## src/rtl/mips_ctrl_pkg.sv

```systemverilog
// Shared constants for the multi-cycle MIPS control path: ALU function codes,
// opcode/funct values, FSM state encodings and datapath mux selects.
package mips_ctrl_pkg;

   localparam int unsigned OP_W    = 6;
   localparam int unsigned FN_W    = 6;
   localparam int unsigned ALU_W   = 6;
   localparam int unsigned STATE_W = 4;
   localparam int unsigned SEL_W   = 2;

   localparam logic [ALU_W-1:0] ALU_ADD = 6'b000000;
   localparam logic [ALU_W-1:0] ALU_SUB = 6'b000001;
   localparam logic [ALU_W-1:0] ALU_AND = 6'b011000;
   localparam logic [ALU_W-1:0] ALU_OR  = 6'b011110;
   localparam logic [ALU_W-1:0] ALU_XOR = 6'b010110;
   localparam logic [ALU_W-1:0] ALU_NOR = 6'b010001;
   localparam logic [ALU_W-1:0] ALU_A   = 6'b011010;
   localparam logic [ALU_W-1:0] ALU_SLL = 6'b100000;
   localparam logic [ALU_W-1:0] ALU_SRL = 6'b100001;
   localparam logic [ALU_W-1:0] ALU_SRA = 6'b100011;
   localparam logic [ALU_W-1:0] ALU_EQ  = 6'b110011;
   localparam logic [ALU_W-1:0] ALU_NEQ = 6'b110001;
   localparam logic [ALU_W-1:0] ALU_LT  = 6'b110101;
   localparam logic [ALU_W-1:0] ALU_LEZ = 6'b111101;
   localparam logic [ALU_W-1:0] ALU_GTZ = 6'b111111;

   localparam logic [OP_W-1:0] OP_RTYPE = 6'h00;
   localparam logic [OP_W-1:0] OP_J     = 6'h02;
   localparam logic [OP_W-1:0] OP_JAL   = 6'h03;
   localparam logic [OP_W-1:0] OP_BEQ   = 6'h04;
   localparam logic [OP_W-1:0] OP_BNE   = 6'h05;
   localparam logic [OP_W-1:0] OP_BLEZ  = 6'h06;
   localparam logic [OP_W-1:0] OP_BGTZ  = 6'h07;
   localparam logic [OP_W-1:0] OP_ADDI  = 6'h08;
   localparam logic [OP_W-1:0] OP_ADDIU = 6'h09;
   localparam logic [OP_W-1:0] OP_SLTI  = 6'h0A;
   localparam logic [OP_W-1:0] OP_SLTIU = 6'h0B;
   localparam logic [OP_W-1:0] OP_ANDI  = 6'h0C;
   localparam logic [OP_W-1:0] OP_ORI   = 6'h0D;
   localparam logic [OP_W-1:0] OP_XORI  = 6'h0E;
   localparam logic [OP_W-1:0] OP_LUI   = 6'h0F;
   localparam logic [OP_W-1:0] OP_LW    = 6'h23;
   localparam logic [OP_W-1:0] OP_SW    = 6'h2B;

   localparam logic [FN_W-1:0] FN_SLL  = 6'h00;
   localparam logic [FN_W-1:0] FN_SRL  = 6'h02;
   localparam logic [FN_W-1:0] FN_SRA  = 6'h03;
   localparam logic [FN_W-1:0] FN_JR   = 6'h08;
   localparam logic [FN_W-1:0] FN_JALR = 6'h09;
   localparam logic [FN_W-1:0] FN_ADD  = 6'h20;
   localparam logic [FN_W-1:0] FN_ADDU = 6'h21;
   localparam logic [FN_W-1:0] FN_SUB  = 6'h22;
   localparam logic [FN_W-1:0] FN_SUBU = 6'h23;
   localparam logic [FN_W-1:0] FN_AND  = 6'h24;
   localparam logic [FN_W-1:0] FN_OR   = 6'h25;
   localparam logic [FN_W-1:0] FN_XOR  = 6'h26;
   localparam logic [FN_W-1:0] FN_NOR  = 6'h27;
   localparam logic [FN_W-1:0] FN_SLT  = 6'h2A;
   localparam logic [FN_W-1:0] FN_SLTU = 6'h2B;

   typedef enum logic [STATE_W-1:0] {
      S_FETCH    = 4'd0,
      S_DECODE   = 4'd1,
      S_EXEC_R   = 4'd2,
      S_EXEC_I   = 4'd3,
      S_MEM_ADDR = 4'd4,
      S_MEM_RD   = 4'd5,
      S_MEM_WR   = 4'd6,
      S_WB_MEM   = 4'd7,
      S_WB_ALU   = 4'd8,
      S_BRANCH   = 4'd9,
      S_JUMP     = 4'd10,
      S_TRAP     = 4'd11
   } state_e;

   localparam logic [SEL_W-1:0] SRCA_PC      = 2'd0;
   localparam logic [SEL_W-1:0] SRCA_RS      = 2'd1;
   localparam logic [SEL_W-1:0] SRCA_SHAMT   = 2'd2;
   localparam logic [SEL_W-1:0] SRCB_RT      = 2'd0;
   localparam logic [SEL_W-1:0] SRCB_FOUR    = 2'd1;
   localparam logic [SEL_W-1:0] SRCB_IMM     = 2'd2;
   localparam logic [SEL_W-1:0] SRCB_IMM_SH2 = 2'd3;
   localparam logic [SEL_W-1:0] PCSRC_ALU    = 2'd0;
   localparam logic [SEL_W-1:0] PCSRC_ALUOUT = 2'd1;
   localparam logic [SEL_W-1:0] PCSRC_JUMP   = 2'd2;
   localparam logic [SEL_W-1:0] PCSRC_EXC    = 2'd3;
   localparam logic [SEL_W-1:0] REGDST_RT    = 2'd0;
   localparam logic [SEL_W-1:0] REGDST_RD    = 2'd1;
   localparam logic [SEL_W-1:0] REGDST_RA    = 2'd2;
   localparam logic [SEL_W-1:0] M2R_ALU      = 2'd0;
   localparam logic [SEL_W-1:0] M2R_MDR      = 2'd1;
   localparam logic [SEL_W-1:0] M2R_PC       = 2'd2;

   function automatic logic is_shift(input logic [FN_W-1:0] fn);
      return (fn == FN_SLL) || (fn == FN_SRL) || (fn == FN_SRA);
   endfunction

endpackage

```

## src/rtl/mc_alu_fun_dec.sv

```systemverilog
// Combinational OpCode/Funct decoder: ALU function, signedness and an
// illegal flag for unknown opcodes or R-type functs.
module mc_alu_fun_dec
   import mips_ctrl_pkg::*;
(
   input  logic [OP_W-1:0]  i_opcode,
   input  logic [FN_W-1:0]  i_funct,
   output logic [ALU_W-1:0] o_alu_fun,
   output logic             o_sign,
   output logic             o_illegal
);

   always_comb begin
      o_alu_fun = ALU_ADD;
      o_sign    = 1'b1;
      o_illegal = 1'b0;
      case (i_opcode)
         OP_RTYPE: begin
            case (i_funct)
               FN_ADD:  o_alu_fun = ALU_ADD;
               FN_ADDU: begin o_alu_fun = ALU_ADD; o_sign = 1'b0; end
               FN_SUB:  o_alu_fun = ALU_SUB;
               FN_SUBU: begin o_alu_fun = ALU_SUB; o_sign = 1'b0; end
               FN_AND:  o_alu_fun = ALU_AND;
               FN_OR:   o_alu_fun = ALU_OR;
               FN_XOR:  o_alu_fun = ALU_XOR;
               FN_NOR:  o_alu_fun = ALU_NOR;
               FN_SLT:  o_alu_fun = ALU_LT;
               FN_SLTU: begin o_alu_fun = ALU_LT; o_sign = 1'b0; end
               FN_SLL:  o_alu_fun = ALU_SLL;
               FN_SRL:  o_alu_fun = ALU_SRL;
               FN_SRA:  o_alu_fun = ALU_SRA;
               FN_JR, FN_JALR: o_alu_fun = ALU_A;
               default: o_illegal = 1'b1;
            endcase
         end
         OP_ADDI, OP_ADDIU: o_alu_fun = ALU_ADD;
         OP_SLTI:  o_alu_fun = ALU_LT;
         OP_SLTIU: begin o_alu_fun = ALU_LT;  o_sign = 1'b0; end
         OP_ANDI:  begin o_alu_fun = ALU_AND; o_sign = 1'b0; end
         OP_ORI:   begin o_alu_fun = ALU_OR;  o_sign = 1'b0; end
         OP_XORI:  begin o_alu_fun = ALU_XOR; o_sign = 1'b0; end
         // lui: immediate arrives upper-extended, so only the ALU op is chosen here
         OP_LUI:   begin o_alu_fun = ALU_SLL; o_sign = 1'b0; end
         OP_BEQ:   o_alu_fun = ALU_EQ;
         OP_BNE:   o_alu_fun = ALU_NEQ;
         OP_BLEZ:  o_alu_fun = ALU_LEZ;
         OP_BGTZ:  o_alu_fun = ALU_GTZ;
         OP_LW, OP_SW, OP_J, OP_JAL: o_alu_fun = ALU_ADD;
         default:  o_illegal = 1'b1;
      endcase
   end

endmodule

```

## src/rtl/mc_control.sv

```systemverilog
// Multi-cycle MIPS control FSM: one state per cycle, drives ALU function,
// operand selects and datapath write enables; memory states stall on MemReady.
module mc_control
   import mips_ctrl_pkg::*;
#(
   parameter bit EXC_EN = 1'b1
)(
   input  logic              clk,
   input  logic              reset,
   input  logic [OP_W-1:0]   OpCode,
   input  logic [FN_W-1:0]   Funct,
   input  logic              Cond,
   input  logic              MemReady,
   output logic [ALU_W-1:0]  ALUFun,
   output logic [SEL_W-1:0]  ALUSrcA,
   output logic [SEL_W-1:0]  ALUSrcB,
   output logic              Sign,
   output logic              PCWrite,
   output logic              PCWriteCond,
   output logic [SEL_W-1:0]  PCSource,
   output logic              IorD,
   output logic              MemRead,
   output logic              MemWrite,
   output logic              IRWrite,
   output logic [SEL_W-1:0]  RegDst,
   output logic              RegWrite,
   output logic [SEL_W-1:0]  MemtoReg,
   output logic              Illegal,
   output logic [STATE_W-1:0] State
);

   state_e             r_state;
   state_e             w_next;
   logic [ALU_W-1:0]   w_dec_fun;
   logic               w_dec_sign;
   logic               w_dec_illegal;
   logic               w_unused;

   // Branch gating by Cond happens in the datapath, not here
   assign w_unused = Cond;
   assign State    = r_state;

   mc_alu_fun_dec u_dec (
      .i_opcode  (OpCode),
      .i_funct   (Funct),
      .o_alu_fun (w_dec_fun),
      .o_sign    (w_dec_sign),
      .o_illegal (w_dec_illegal)
   );

   always_ff @(posedge clk) begin
      if (reset) r_state <= S_FETCH;
      else       r_state <= w_next;
   end

   always_comb begin
      w_next      = r_state;
      ALUFun      = ALU_ADD;
      ALUSrcA     = SRCA_PC;
      ALUSrcB     = SRCB_RT;
      Sign        = 1'b0;
      PCWrite     = 1'b0;
      PCWriteCond = 1'b0;
      PCSource    = PCSRC_ALU;
      IorD        = 1'b0;
      MemRead     = 1'b0;
      MemWrite    = 1'b0;
      IRWrite     = 1'b0;
      RegDst      = REGDST_RT;
      RegWrite    = 1'b0;
      MemtoReg    = M2R_ALU;
      Illegal     = 1'b0;
      case (r_state)
         S_FETCH: begin
            MemRead = 1'b1;
            ALUSrcB = SRCB_FOUR;
            IRWrite = MemReady;
            PCWrite = MemReady;
            if (MemReady) w_next = S_DECODE;
         end
         S_DECODE: begin
            ALUSrcB = SRCB_IMM_SH2;
            Sign    = 1'b1;
            case (OpCode)
               OP_RTYPE: w_next = ((Funct == FN_JR) || (Funct == FN_JALR)) ? S_JUMP : S_EXEC_R;
               OP_LW, OP_SW: w_next = S_MEM_ADDR;
               OP_BEQ, OP_BNE, OP_BLEZ, OP_BGTZ: w_next = S_BRANCH;
               OP_J, OP_JAL: w_next = S_JUMP;
               OP_ADDI, OP_ADDIU, OP_ANDI, OP_ORI, OP_XORI,
               OP_SLTI, OP_SLTIU, OP_LUI: w_next = S_EXEC_I;
               default: w_next = EXC_EN ? S_TRAP : S_FETCH;
            endcase
         end
         S_EXEC_R: begin
            ALUSrcA = is_shift(Funct) ? SRCA_SHAMT : SRCA_RS;
            ALUFun  = w_dec_fun;
            Sign    = w_dec_sign;
            if (w_dec_illegal) w_next = EXC_EN ? S_TRAP : S_FETCH;
            else               w_next = S_WB_ALU;
         end
         S_EXEC_I: begin
            ALUSrcA = SRCA_RS;
            ALUSrcB = SRCB_IMM;
            ALUFun  = w_dec_fun;
            Sign    = w_dec_sign;
            w_next  = S_WB_ALU;
         end
         S_WB_ALU: begin
            RegWrite = 1'b1;
            RegDst   = (OpCode == OP_RTYPE) ? REGDST_RD : REGDST_RT;
            w_next   = S_FETCH;
         end
         S_MEM_ADDR: begin
            ALUSrcA = SRCA_RS;
            ALUSrcB = SRCB_IMM;
            Sign    = 1'b1;
            w_next  = (OpCode == OP_LW) ? S_MEM_RD : S_MEM_WR;
         end
         S_MEM_RD: begin
            IorD    = 1'b1;
            MemRead = 1'b1;
            if (MemReady) w_next = S_WB_MEM;
         end
         S_MEM_WR: begin
            IorD     = 1'b1;
            MemWrite = 1'b1;
            if (MemReady) w_next = S_FETCH;
         end
         S_WB_MEM: begin
            RegWrite = 1'b1;
            MemtoReg = M2R_MDR;
            w_next   = S_FETCH;
         end
         S_BRANCH: begin
            // blez/bgtz encode rt=$0, so the rt path supplies the zero operand
            ALUSrcA     = SRCA_RS;
            ALUFun      = w_dec_fun;
            Sign        = 1'b1;
            PCWriteCond = 1'b1;
            PCSource    = PCSRC_ALUOUT;
            w_next      = S_FETCH;
         end
         S_JUMP: begin
            PCWrite = 1'b1;
            if (OpCode == OP_RTYPE) begin
               ALUSrcA  = SRCA_RS;
               ALUFun   = w_dec_fun;
               PCSource = PCSRC_ALU;
               if (Funct == FN_JALR) begin
                  RegWrite = 1'b1;
                  RegDst   = REGDST_RD;
                  MemtoReg = M2R_PC;
               end
            end else begin
               PCSource = PCSRC_JUMP;
               if (OpCode == OP_JAL) begin
                  RegWrite = 1'b1;
                  RegDst   = REGDST_RA;
                  MemtoReg = M2R_PC;
               end
            end
            w_next = S_FETCH;
         end
         S_TRAP: begin
            Illegal  = 1'b1;
            PCWrite  = 1'b1;
            PCSource = PCSRC_EXC;
            w_next   = S_FETCH;
         end
         default: w_next = S_FETCH;
      endcase
      // Reset abandons any access in flight: no architectural write this cycle
      if (reset) begin
         PCWrite     = 1'b0;
         PCWriteCond = 1'b0;
         IRWrite     = 1'b0;
         RegWrite    = 1'b0;
         MemWrite    = 1'b0;
         MemRead     = 1'b0;
         Illegal     = 1'b0;
         ALUFun      = ALU_ADD;
         w_next      = S_FETCH;
      end
   end

endmodule

```

## config.mk

```make
export PLATFORM = sky130hd
export DESIGN_NAME = mc_control
export DESIGN_NICKNAME = d
export VERILOG_FILES = /design/src/rtl/mips_ctrl_pkg.sv /design/src/rtl/mc_alu_fun_dec.sv /design/src/rtl/mc_control.sv
export SDC_FILE = /design/constraint.sdc
export NUM_CORES = 1
export LEC_CHECK = 0
export BUFFER_PORTS_ARGS = -buffer_cell sky130_fd_sc_hd__buf_2
export CAP_MARGIN = 20
export CORE_MARGIN = 1
export CORE_UTILIZATION = 35
export CTS_BUF_LIST = sky130_fd_sc_hd__clkbuf_16
export CTS_CLUSTER_DIAMETER = 40
export DETAILED_ROUTE_END_ITERATION = 8
export GPL_TIMING_DRIVEN = 0
export SYNTH_ARGS = -nofsm -noshare
export SYNTH_HDL_FRONTEND = slang
export SYNTH_SLANG_ARGS = --single-unit
export TNS_END_PERCENT = 10
```

## constraint.sdc

```tcl
create_clock -name clk -period 1.7 [get_ports clk]
set_input_delay 0.255 -clock clk [delete_from_list [all_inputs] [get_ports clk]]
set_output_delay 0.255 -clock clk [all_outputs]
set_load 0.01 [all_outputs]
```

-- Word level (Yosys, flattened, before mapping)
Cells that the tools add are included.
- add/sub/neg operators: 0
- $mul: 0
- divide/modulo/power cells: 0
- magnitude comparators: 0
- eq/ne operators: 44
- shift operators: 0
- multiplexer cells: 49
- bitwise logic cells: 0
- reductions and logical operators: 28
- operators by type and width (operator ; number):
    $pmux W6 S10 ; 2
    $eq A6 B6 Y1 const B ; 12
    $eq A6 B4 Y1 const B ; 10
    $pmux W4 S7 ; 1
    $eq A6 B2 Y1 const B ; 4
    $eq A6 B3 Y1 const B ; 4
    $reduce_or A2 Y1 ; 12
    $mux W1 ; 20
    $pmux W4 S5 ; 1
    $pmux W2 S3 ; 3
    $eq A4 B3 Y1 const B ; 4
    $eq A4 B4 Y1 const B ; 4
    $mux W2 ; 8
    $mux W4 ; 4
    $reduce_or A16 Y1 ; 1
    $reduce_or A15 Y1 ; 1
    $logic_not A6 Y1 ; 2
    $mux W6 ; 2
    $pmux W6 S2 ; 1
    $reduce_or A3 Y1 ; 4
    $pmux W1 S2 ; 5
    $eq A4 B2 Y1 const B ; 2
    $pmux W2 S2 ; 2
    $reduce_or A8 Y1 ; 1
    other kinds (7) ; 11
- register bits: 4
- latch bits: 0
- memory bits (writable): 0
- bits in read-only memories: 0
- input bits: 16
- output and inout port bits: 29
- word-level logic and storage cells: 122
- memories: 0

-- Depth between registers and ports, before layout
Gate-level depths: netlist (run 1).
- word-level depth: 7
- gate-level depth with buffers: 7
- depth with buffers taken out: 5

-- Hierarchy
From an unflattened synthesis (run 1), not the netlist that was laid out.
- cells, all modules: 178
- area total of the unflattened synthesis: 1198.6 µm²
- by module, submodules not included (module ; instances ; cells an instance ; area an instance (µm²) ; seq. area each (µm²)):
    mc_control ; 1 ; 110 ; 733.2 ; 80.1
    mc_alu_fun_dec ; 1 ; 68 ; 465.4 ; 0.0

-- Least setup slack after synthesis (run 1)
Ideal clock, no wire load.
- path kind: register -> output
- start point: register r_state[3] (netlist: State[3])
- end point: output ALUFun[1]
- arrival: 1.628 ns
- required time: 1.445 ns
- slack: -0.183 ns
- cell stages (with the launch flop): 6
- path buffers: 0
- cell sequence: dfxtp_1 -> nor2b_1 -> nand2_1 -> or3_1 -> a21o_1 -> a21oi_1
- longest elaborated chain between the ends: 4
- elaborated cells between the ends (all ways): 7
- those cells by class: 4 x eq/ne; 2 x mux; 1 x reduce/logical
- RTL lines (what ; RTL line ; text):
    start: declaration ; mc_control.sv:32 ; state_e r_state;
    start signal: assignment ; mc_control.sv:53 ; else r_state <= w_next;
    $eq A4 B2 Y1 / $eq A4 B4 Y1 (equally long branches) ; mc_control.sv:73 ; case (r_state)
    $reduce_or A3 Y1 (no source line) ; n/a ;
    $pmux W6 S2 * ; mc_control.sv:73 ;
    $mux W6 * ; mc_control.sv:173 ; if (reset) begin
    end: declaration ; mc_control.sv:14 ; output logic [ALU_W-1:0] ALUFun,
Every way passes the cells marked *; elsewhere a longest branch is shown, timed or not.

-- Worst setup path after layout (run 1)
- start point: input Funct[5]
- end point: output RegWrite
- longest elaborated chain between the ends: 5
- RTL lines (what ; RTL line ; text):
    start: declaration ; mc_control.sv:11 ; input logic [FN_W-1:0] Funct,
    $eq A6 B4 Y1 ; mc_control.sv:149 ; if (Funct == FN_JALR) begin
    $mux W1 ; mc_control.sv:149 ;
    $mux W1 ; mc_control.sv:145 ; if (OpCode == OP_RTYPE) begin
    $pmux W1 S2 ; mc_control.sv:73 ;
    $mux W1 ; mc_control.sv:173 ;
    end: declaration ; mc_control.sv:26 ; output logic RegWrite,
No other way between the ends.

==> summary.txt, run 1 <==
Drt
  – Iter 0 DRT Violations: 141
  – Vias per cell: 5.93
  – DR DRC count: 0
  – Drt pass-1 iters: 4
  – Post-route ant nets: 0
  – WL/cell: 15.9 µm
  – Via count: 1822
  – DRT Wirelength: 4.88 mm

Worst setup path
  – Critical path cell sequence: buf_12, nor4b_4, nand2b_1, or3_4, a2111oi_4, o31a_1, buf_2
  – Critical-path maximum fanout: 8
  – Critical path arrival: 1.77 ns
  – Crit path largest cell delay: 0.36 ns
  – Largest delay share family, worst path: simple AND/OR/NAND/NOR gates
  – Critical path buffers and inverters: 2
  – Setup crit start kind: primary input
  – Critical path origin: Funct[5]
  – Max stage delay cell, worst path: or3_4
  – CP endpoint kind: primary output
  – Worst R2R Start: State[1]$_SDFFE_PP0P_
  – Worst Setup Path Type: in -> out
  – Worst Path Required: 1.44 ns

Logic synthesis
  – Synthesized area: 1270 µm²
  – Register bit total from synthesis: 4
  – Yosys warns: 0
  – Syn_nets: 219
  – Cells after Synth: 203
  – Mapped Avg Cell Area: 6.28 µm²
  – Ys async rst share: 0%
  – Seq/Total Area, Yosys: 6.28%
  – Number of flops mapped to enable cells by yosys: 0
  – Post-synth cell types: 52
  – Ys flop type: dfxtp_1

Clock network
  – Clock edge transition at the registers on the reported setup and hold paths: 0.03 ns
  – Cts hold-fix bufs: 0
  – CTS H-tree lvls: 1
  – TritonCTS Buffers: 3
  – CTS tree: yes
  – Clock Path Buffers: 2
  – Root Buffer: clkbuf_16
  – CTS sink count: 4
  – Clk Latency, worst-skew pair: 0.23 ns

Status
  – Violated checks: negative setup slack
  – Status: finished with violations

Floorplan
  – Width of the die: 62.4 µm
  – Initial core utilization: 37.3%
  – Die Ht: 62.4 µm
  – CORE AREA: 3420 µm²
  – Cell Rows: 21
  – DIE AREA: 3890 µm²
  – Io pins: 45

Place
  – Final RePlAce weighted congestion: 0.945
  – Dpl hpwl: 3.27 mm
  – I/O Buffers: 42
  – Number of placed cells counting well taps: 291

Global route
  – First-pass GRT wire length: 8.17 mm
  – Grt total ovfl: 0
  – Busiest grt layer: met2
  – GR Util All Layers: 26.4%
  – Routing usage on met2: 42.0%
  – Initial antenna violation count: 0
  – GR Util met1: 32.5%
  – Met3 Use GR: 6.43%
  – Largest net degree at the start of global routing: 11
  – Number of global-route vias before repair: 1754

Timing
  – Final WS setup: -0.321 ns
  – Hold_ws: 0.321 ns
  – RSZ-0062 raised after global routing: true
  – Max Clock Freq: 495 MHz
  – Pins Over Slew Limit: 0
  – Final min period: 2.02 ns
  – Worst-margin pin slew: 0.534 ns
  – Final setup violation count: 12
  – Max_slew headroom: 64.1%
  – Tcrit/Tclk final: 119%
  – Hold Violations, Final: 0
  – Clock skew: 0.00126 ns

Finish
  – Max reg flops: 4
  – Filler-free cell count of the finished design: 307
  – Layout area overhead: 58.6%
  – Fin nets: 279
  – Share of cells above drive strength 1: 44.8%
  – Ant diodes: 0

Run
  – # Max-Cap Violations: 0

Power
  – Leakage power: 0.832 nW
  – Peak supply drop: 432 µV
  – Overall power: 0.00139 W
  – PD cells: 685 nW/µm²

Worst hold path
  – Hold Path Origin: reset
  – Hold crit path type: in -> reg
-- layout make-up --
type / instances / area [µm²]
fillers: 323 / 1390
multi-input cells: 176 / 1280
repair buffers: 56 / 369
plain buffers: 18 / 126
flip-flops and latches: 4 / 95.1
clock buffers: 3 / 75.1
well taps: 46 / 57.6
inverters: 4 / 15.0
-- Yosys cell counts, types with 2 or more instances --
master | n | share of area [%]
nor2_1 | 23 | 6.8
nand2_1 | 20 | 5.9
a21oi_1 | 15 | 5.9
clkbuf_1 | 14 | 4.1
nand2b_1 | 14 | 6.9
o21ai_0 | 11 | 4.3
nor3_1 | 8 | 3.1
nor2b_1 | 7 | 3.4
o22ai_1 | 6 | 2.9
a2111oi_0 | 5 | 3.4
buf_2 | 5 | 2.0
nor4_1 | 5 | 2.5
and2_1 | 4 | 2.0
dfxtp_1 | 4 | 6.3
inv_1 | 4 | 1.2
nand3_1 | 4 | 1.6
a211oi_1 | 3 | 1.8
a32oi_1 | 3 | 2.1
and3_1 | 3 | 1.5
or3b_2 | 3 | 2.1
xor2_1 | 3 | 2.1
mux2_2 | 2 | 1.8
nand3b_1 | 2 | 1.2
nor3b_1 | 2 | 1.2
o21bai_1 | 2 | 1.2
o221ai_1 | 2 | 1.4
o2bb2ai_1 | 2 | 1.4
or2_2 | 2 | 0.98
or3_1 | 2 | 0.98
-- worst paths after layout --
path                      endpoint  slack, ns  cells after the start
max                       RegWrite      -0.32                      7
min          State[2]$_SDFFE_PP0P_       0.32                      3
max reg2reg  State[1]$_SDFFE_PP0P_       0.16                      7
min reg2reg  State[3]$_SDFFE_PP0P_       0.76                      2
-- repair_timing --
item                                    CTS  global route
endpoints found under the setup margin   25            19
setup buffers                            13             1
gates resized for setup                  63            22
pin swaps                                17             2
-- cells in the final DEF, fill, tap and decap left out, drive strengths merged, types with 2 or more instances in the layout --
cell / count
a211oi: 3
a32oi: 3
inv: 4
and2: 4
and3: 3
nor2b: 7
or3b: 3
nand3: 4
mux2: 2
dfxtp: 4
or2: 2
o2bb2ai: 2
a2111oi: 7
o21bai: 2
nor3b: 2
nor4: 5
nand2b: 14
buf: 63
or3: 3
o221ai: 2
nand2: 20
o21ai: 11
o22ai: 6
clkbuf: 14
nand3b: 2
xor2: 3
nor2: 23
nor3: 8
a21oi: 15
nor4b: 2
-- worst min-delay path, stage by stage --
cell and delay, ns:
buf_2 0.10, nor2_2 0.04, and2_1 0.12
-- through the flow --
stage                     worst slack, ns  instance area (µm²)  utilization (%)  TNS, ns
after CTS                          -0.322                 1960             57.3    -1.81
final                              -0.321                 2020             59.2    -2.05
after floorplan                    -0.110                 1300                -   -0.722
after detailed placement           -0.437                 1570             45.9    -4.59
after global routing               -0.406                 2020             59.2    -2.92
after global placement             -0.433                 1570             45.9    -4.64
-- power breakdown --
| part | leakage [nW] | switching (W) | internal, W |
|---|---|---|---|
| sequential | 0.0356 | 0.0000338 | 0.000119 |
| clock | 0.0370 | 0.0000744 | 0.000301 |
| combinational | 0.760 | 0.000478 | 0.000380 |
| total | 0.832 | 0.000586 | 0.000800 |
-- metal layers --
layer	wire (µm)	vias up
met1	2030	845
met3	390	15
met4	116	0
met2	2340	84
li1	-	878
met5	0	-
-- cells by family (layout without fill, tap and decap cells) --
kind of cell	Yosys count	in the layout	share of synthesized area (%)
AND/OR/NAND/NOR	106	106	46.1
AO/OA/AOI/OAI	64	64	35.8
buffers and inverters	23	81	7.26
XOR/XNOR	4	4	2.75
flip-flops	4	4	6.28
multiplexers	2	2	1.77
No activity file was read; power rests on OpenSTA's default activity.
==> run 2, diff against run 1 <==
clock period = 2.3 ns   (was 1.7 ns; I/O delays follow)
==> run 2 against run 1 <==
Compared with the run above: non-clock buffer count shrank 11; first-iteration DRC count up 5.0%; sequential share of layout area up 0.14 points; combinational power is 45% lower; final cell count shrank 3.6%; clock power fell by 27%; the run still ends with negative setup slack left; sequential cell count unchanged; critical path depth unchanged; wire length is 12% lower.
==> summary.txt, run 2 (synthesis gave the netlist of run 1 again) <==
Status
  – Status: finished with violations
  – Violated checks: negative setup slack

Drt
  – Vias per cell: 5.81
  – DRT Wirelength: 4.30 mm
  – Iter 0 DRT Violations: 148
  – WL/cell: 14.5 µm
  – Via count: 1720
  – Post-route ant nets: 0
  – Drt pass-1 iters: 5
  – DR DRC count: 0

Timing
  – Hold Violations, Final: 0
  – RSZ-0062 raised after global routing: true
  – Worst-margin pin slew: 0.474 ns
  – Tcrit/Tclk final: 101%
  – Final min period: 2.33 ns
  – Max_slew headroom: 68.4%
  – Final WS setup: -0.0283 ns
  – Final setup violation count: 1
  – Pins Over Slew Limit: 0
  – Setup tns final: -0.0283 ns
  – Max Clock Freq: 430 MHz
  – Clock skew: 0.00178 ns

Clock network
  – TritonCTS Buffers: 3
  – Clock edge transition at the registers on the reported setup and hold paths: 0.03 ns
  – Clk Latency, worst-skew pair: 0.23 ns
  – Clock Path Buffers: 2
  – CTS sink count: 4
  – CTS tree: yes
  – Cts hold-fix bufs: 0
  – Root Buffer: clkbuf_16
  – CTS H-tree lvls: 1

Worst setup path
  – Critical path cell sequence: buf_2, nor4b_4, nand2b_1, or3_4, a2111oi_4, o31a_1, buf_2
  – Worst Setup Path Type: in -> out
  – Max stage delay cell, worst path: a2111oi_4
  – Crit-path most repeated cell: buf_2
  – Critical path arrival: 1.98 ns
  – Worst Path Required: 1.96 ns
  – Critical-path maximum fanout: 6
  – Setup crit start kind: primary input
  – CP endpoint kind: primary output
  – Crit path largest cell delay: 0.41 ns

Finish
  – Max reg flops: 4
  – Share of cells above drive strength 1: 28.4%
  – Filler-free cell count of the finished design: 296
  – Commonest cells after routing, fill and taps aside: buf_2 (46), nor2_1 (22), nand2_1 (18)
  – Ant diodes: 0
  – Fin nets: 268
  – Layout area overhead: 31.6%
  – Commonest non-fill, non-tap cell in the layout: buf_2
  – Core Util, Final: 49.1%

Floorplan
  – Initial core utilization: 37.3%
  – Die Ht: 62.4 µm
  – Cell Rows: 21
  – Width of the die: 62.4 µm
  – DIE AREA: 3890 µm²
  – Io pins: 45
  – CORE AREA: 3420 µm²

Power
  – Combinational Power Share: 55.6%
  – PD cells: 506 nW/µm²
  – Leakage power: 0.678 nW
  – Switching component of the power: 0.000358 W
  – Peak supply drop: 175 µV
  – Flop pwr share: 12.3%
  – Clock power share: 32.1%
  – Sw Ratio: 42.1%
  – Int Pwr: 0.000492 W

Global route
  – Number of global-route vias before repair: 1488
  – Grt total ovfl: 0
  – First-pass GRT wire length: 7.04 mm
  – Met3 Use GR: 1.65%
  – Busiest grt layer: met2
  – Largest net degree at the start of global routing: 11
  – GR Util All Layers: 22.1%
  – GR Util met1: 32.9%
  – Initial antenna violation count: 0
  – Routing usage on met2: 33.4%

Worst hold path
  – Hold crit path type: in -> reg

Place
  – Post-Place Worst Slack: -0.106 ns
  – I/O Buffers: 42
  – Final RePlAce weighted congestion: 0.893
  – Number of placed cells counting well taps: 291
  – Dpl hpwl: 3.23 mm

Run
  – # Max-Cap Violations: 0
-- run 2: changes by cell type in the layout (fill, tap and decap cells not counted), moves of 4 or more --
cell | previous run | this run
buf_2 | 38 | 46
buf_4 | 16 | 4
clkbuf_1 | 1 | 12
clkbuf_2 | 7 | 0
dfxtp_4 | 4 | 0
nor2_1 | 13 | 22
nor2_2 | 6 | 0
-- run 2: path summary, 6_finish.rpt --
check | start | to | slack [ns] | cells after the start
hold reg to reg | State[0]$_SDFFE_PP0P_ | State[2]$_SDFFE_PP0P_ | 0.90 | 3
hold / removal | reset | State[2]$_SDFFE_PP0P_ | 0.42 | 3
setup reg to reg | State[1]$_SDFFE_PP0P_ | State[1]$_SDFFE_PP0P_ | 0.45 | 7
setup / recovery | Funct[2] | RegWrite | -0.03 | 7
-- run 2: what timing repair did --
action                                  4_1_cts  5_1_grt
endpoints found under the setup margin        9       10
setup buffers                                 1        1
gates cloned                                  0        0
gates resized for setup                       7       13
pin swaps                                     2        2
-- run 2: layout make-up --
| type | count | area (µm²) |
|---|---|---|
| fill | 374 | 1740 |
| multi-input combinational | 176 | 1140 |
| timing repair buffer | 44 | 228 |
| buffer | 19 | 85.1 |
| sequential | 4 | 81.3 |
| clock buffer | 3 | 75.1 |
| tap | 46 | 57.6 |
| inverter | 4 | 15.0 |
-- run 2: power groups by stage --
stage               Sequential, W  Combinational (W)  Clock, W
CTS                      0.000103           0.000453  0.000273
global route             0.000108           0.000517  0.000276
finish                   0.000105           0.000472  0.000272
detailed placement       0.000102           0.000445         0
floorplan                0.000104           0.000297         0
global placement         0.000103           0.000448         0
-- run 2: per-layer routing --
metal | wire length (µm) | vias up
li1 | - | 850
met1 | 2090 | 799
met2 | 1970 | 68
met3 | 210 | 3
met4 | 28 | 0
met5 | 0 | -
-- run 2: stage by stage --
stage | power, W | hold WS [ns] | instance area, µm²
after floorplan | 0.000401 | 0.541 | 1270
after CTS | 0.000828 | 0.421 | 1640
after global placement | 0.000551 | 0.650 | 1540
after detailed placement | 0.000547 | 0.652 | 1540
final | 0.000850 | 0.418 | 1680
after global routing | 0.000902 | 0.439 | 1680
-- run 2: critical path, delay by kind of cell --
| family | cells | cell delay [ns] |
|---|---|---|
| compound gates | 2 | 0.59 |
| simple gates | 3 | 0.78 |
| buf+inv | 2 | 0.26 |
==> run 3, diff against run 2 <==
CTS_BUF_LIST = sky130_fd_sc_hd__clkbuf_4 sky130_fd_sc_hd__clkbuf_8   (was sky130_fd_sc_hd__clkbuf_16)
GPL_ROUTABILITY_DRIVEN = 1   (was default)
==> run 3 against run 2 <==
Compared with the run above: the run still ends with negative setup slack left; clock power down 69%; critical path depth unchanged; final cell count decreased by 0.34%; sequential power barely moved; non-clock buffer count down 1; setup slack got worse by 0.0059 ns; design area down 3.1%; count of clock-buffer cells in the layout unchanged; combinational power about the same; utilization fell by 1.5 points; worst hold slack worse by 0.012 ns; largest cell class unchanged.
==> summary.txt, run 3 (synthesis gave the netlist of run 1 again) <==
Status
  – Status: finished with violations
  – Violated checks: negative setup slack

Timing
  – Tcrit/Tclk final: 101%
  – Hold Violations, Final: 0
  – Final WS setup: -0.0341 ns
  – Final setup violation count: 1
  – Worst-margin pin slew: 0.501 ns
  – Max Clock Freq: 428 MHz
  – RSZ-0062 raised after global routing: true
  – Pins Over Slew Limit: 0
  – Clock skew: 0.00298 ns
  – Final min period: 2.33 ns
  – Max_slew headroom: 66.6%

Worst setup path
  – Largest delay share family, worst path: simple AND/OR/NAND/NOR gates
  – Worst Setup Path Type: in -> out
  – Critical-path maximum fanout: 6
  – Worst Path Required: 1.96 ns
  – Critical path origin: Funct[2]
  – Critical path cell sequence: buf_2, nor4b_4, nand2b_1, or3_4, a2111oi_4, o31a_1, buf_2
  – Max stage delay cell, worst path: a2111oi_4
  – Critical path arrival: 1.99 ns
  – Crit path largest cell delay: 0.42 ns
  – Setup crit start kind: primary input
  – Worst R2R Start: State[1]$_SDFFE_PP0P_
  – CP endpoint kind: primary output
  – Crit-path most repeated cell: buf_2
  – Critical path buffers and inverters: 2

Clock network
  – CTS tree: yes
  – TritonCTS Buffers: 3
  – Root Buffer: clkbuf_4
  – Cts hold-fix bufs: 0
  – Clk Latency, worst-skew pair: 0.23 ns
  – Clock Path Buffers: 2
  – CTS sink count: 4
  – Clock edge transition at the registers on the reported setup and hold paths: 0.03 ns
  – CTS H-tree lvls: 1

Finish
  – Ant diodes: 0
  – FF/Latch Area: 86.3 µm²
  – Layout area overhead: 27.5%
  – Max reg flops: 4
  – Fin area: 1630 µm²
  – Commonest cells after routing, fill and taps aside: buf_2 (45), nor2_1 (22), nand2_1 (18)
  – Share of cells above drive strength 1: 28.9%
  – Area taken by multi-input logic gates: 1140 µm²
  – Commonest non-fill, non-tap cell in the layout: buf_2
  – Filler-free cell count of the finished design: 295
  – Fill count: 380
  – Core Util, Final: 47.6%
  – Fin nets: 267

Floorplan
  – Io pins: 45
  – DIE AREA: 3890 µm²
  – Initial core utilization: 37.3%
  – Cell Rows: 21
  – Die Ht: 62.4 µm
  – CORE AREA: 3420 µm²
  – Width of the die: 62.4 µm

Global route
  – First-pass GRT wire length: 7.01 mm
  – Largest net degree at the start of global routing: 12
  – Initial antenna violation count: 0
  – GR Util All Layers: 22.0%
  – Grt total ovfl: 0
  – Number of global-route vias before repair: 1481

Drt
  – Drt pass-1 iters: 4
  – DR DRC count: 0
  – Post-route ant nets: 0
  – Vias per cell: 5.81
  – Iter 0 DRT Violations: 133
  – WL/cell: 14.4 µm
  – DRT Wirelength: 4.25 mm
  – Via count: 1715

Place
  – I/O Buffers: 42
  – Dpl hpwl: 3.23 mm
  – Post-Place Cell Area: 1540 µm²
  – Number of placed cells counting well taps: 291
  – Final RePlAce weighted congestion: 0.893

Power
  – Leakage power: 0.650 nW
  – Peak supply drop: 184 µV
  – Overall power: 0.000664 W
  – PD cells: 409 nW/µm²

Run
  – # Max-Cap Violations: 0

Worst hold path
  – Hold crit path type: in -> reg
  – Hold Path Origin: reset
-- run 3: cell count changes in the layout (fill, tap and decap cells not counted) --
cell       change
dfxtp_2        +1
dfxtp_1        -2
dfxtp_4        +1
clkbuf_16      -3
buf_2          -1
clkbuf_4       +3
-- run 3: area by class of cell --
cell class                 count  area share (%)
multi-input combinational    176            69.9
timing repair buffer          44            14.0
sequential                     4            5.31
buffer                        18            4.93
tap                           46            3.54
clock buffer                   3            1.39
inverter                       4           0.924
-- run 3: per-layer routing --
metal,part of all wire [%],GRT usage (%),vias to the layer above
met5,0,0,-
met3,5.7,1.10,4
li1,-,-,849
met2,45,33.0,66
met1,48,32.8,796
met4,0.85,7.85,0
-- run 3: worst paths after layout --
check        cells after the start  slack [ns]                    end
max                              7       -0.03               RegWrite
min                              3        0.41  State[2]$_SDFFE_PP0P_
max reg2reg                      7        0.45  State[1]$_SDFFE_PP0P_
min reg2reg                      3        0.82  State[2]$_SDFFE_PP0P_
-- run 3: repair_timing --
action,CTS,global route
resized for setup,7,13
pin swaps,2,2
buffers inserted,1,1
endpoints found under the setup margin,9,10
-- run 3: per-stage QoR --
step | setup TNS, ns | worst slack, ns | hold slack (ns)
after global routing | -0.299 | -0.115 | 0.406
after CTS | -0.0154 | -0.0154 | 0.404
after floorplan | 0 | 0.239 | 0.541
final | -0.0341 | -0.0341 | 0.406
after global placement | -0.723 | -0.118 | 0.650
after detailed placement | -0.514 | -0.106 | 0.652
-- run 3: report_power, final --
part	internal, W	switching, W
sequential	0.0000859	0.0000223
clock	0.0000582	0.0000273
combinational	0.000186	0.000285
total	0.000330	0.000334
-- run 3: worst min-delay path, cell delays in order --
cell    delay (ns)
buf_2         0.08
nor2_1        0.04
and2_1        0.12
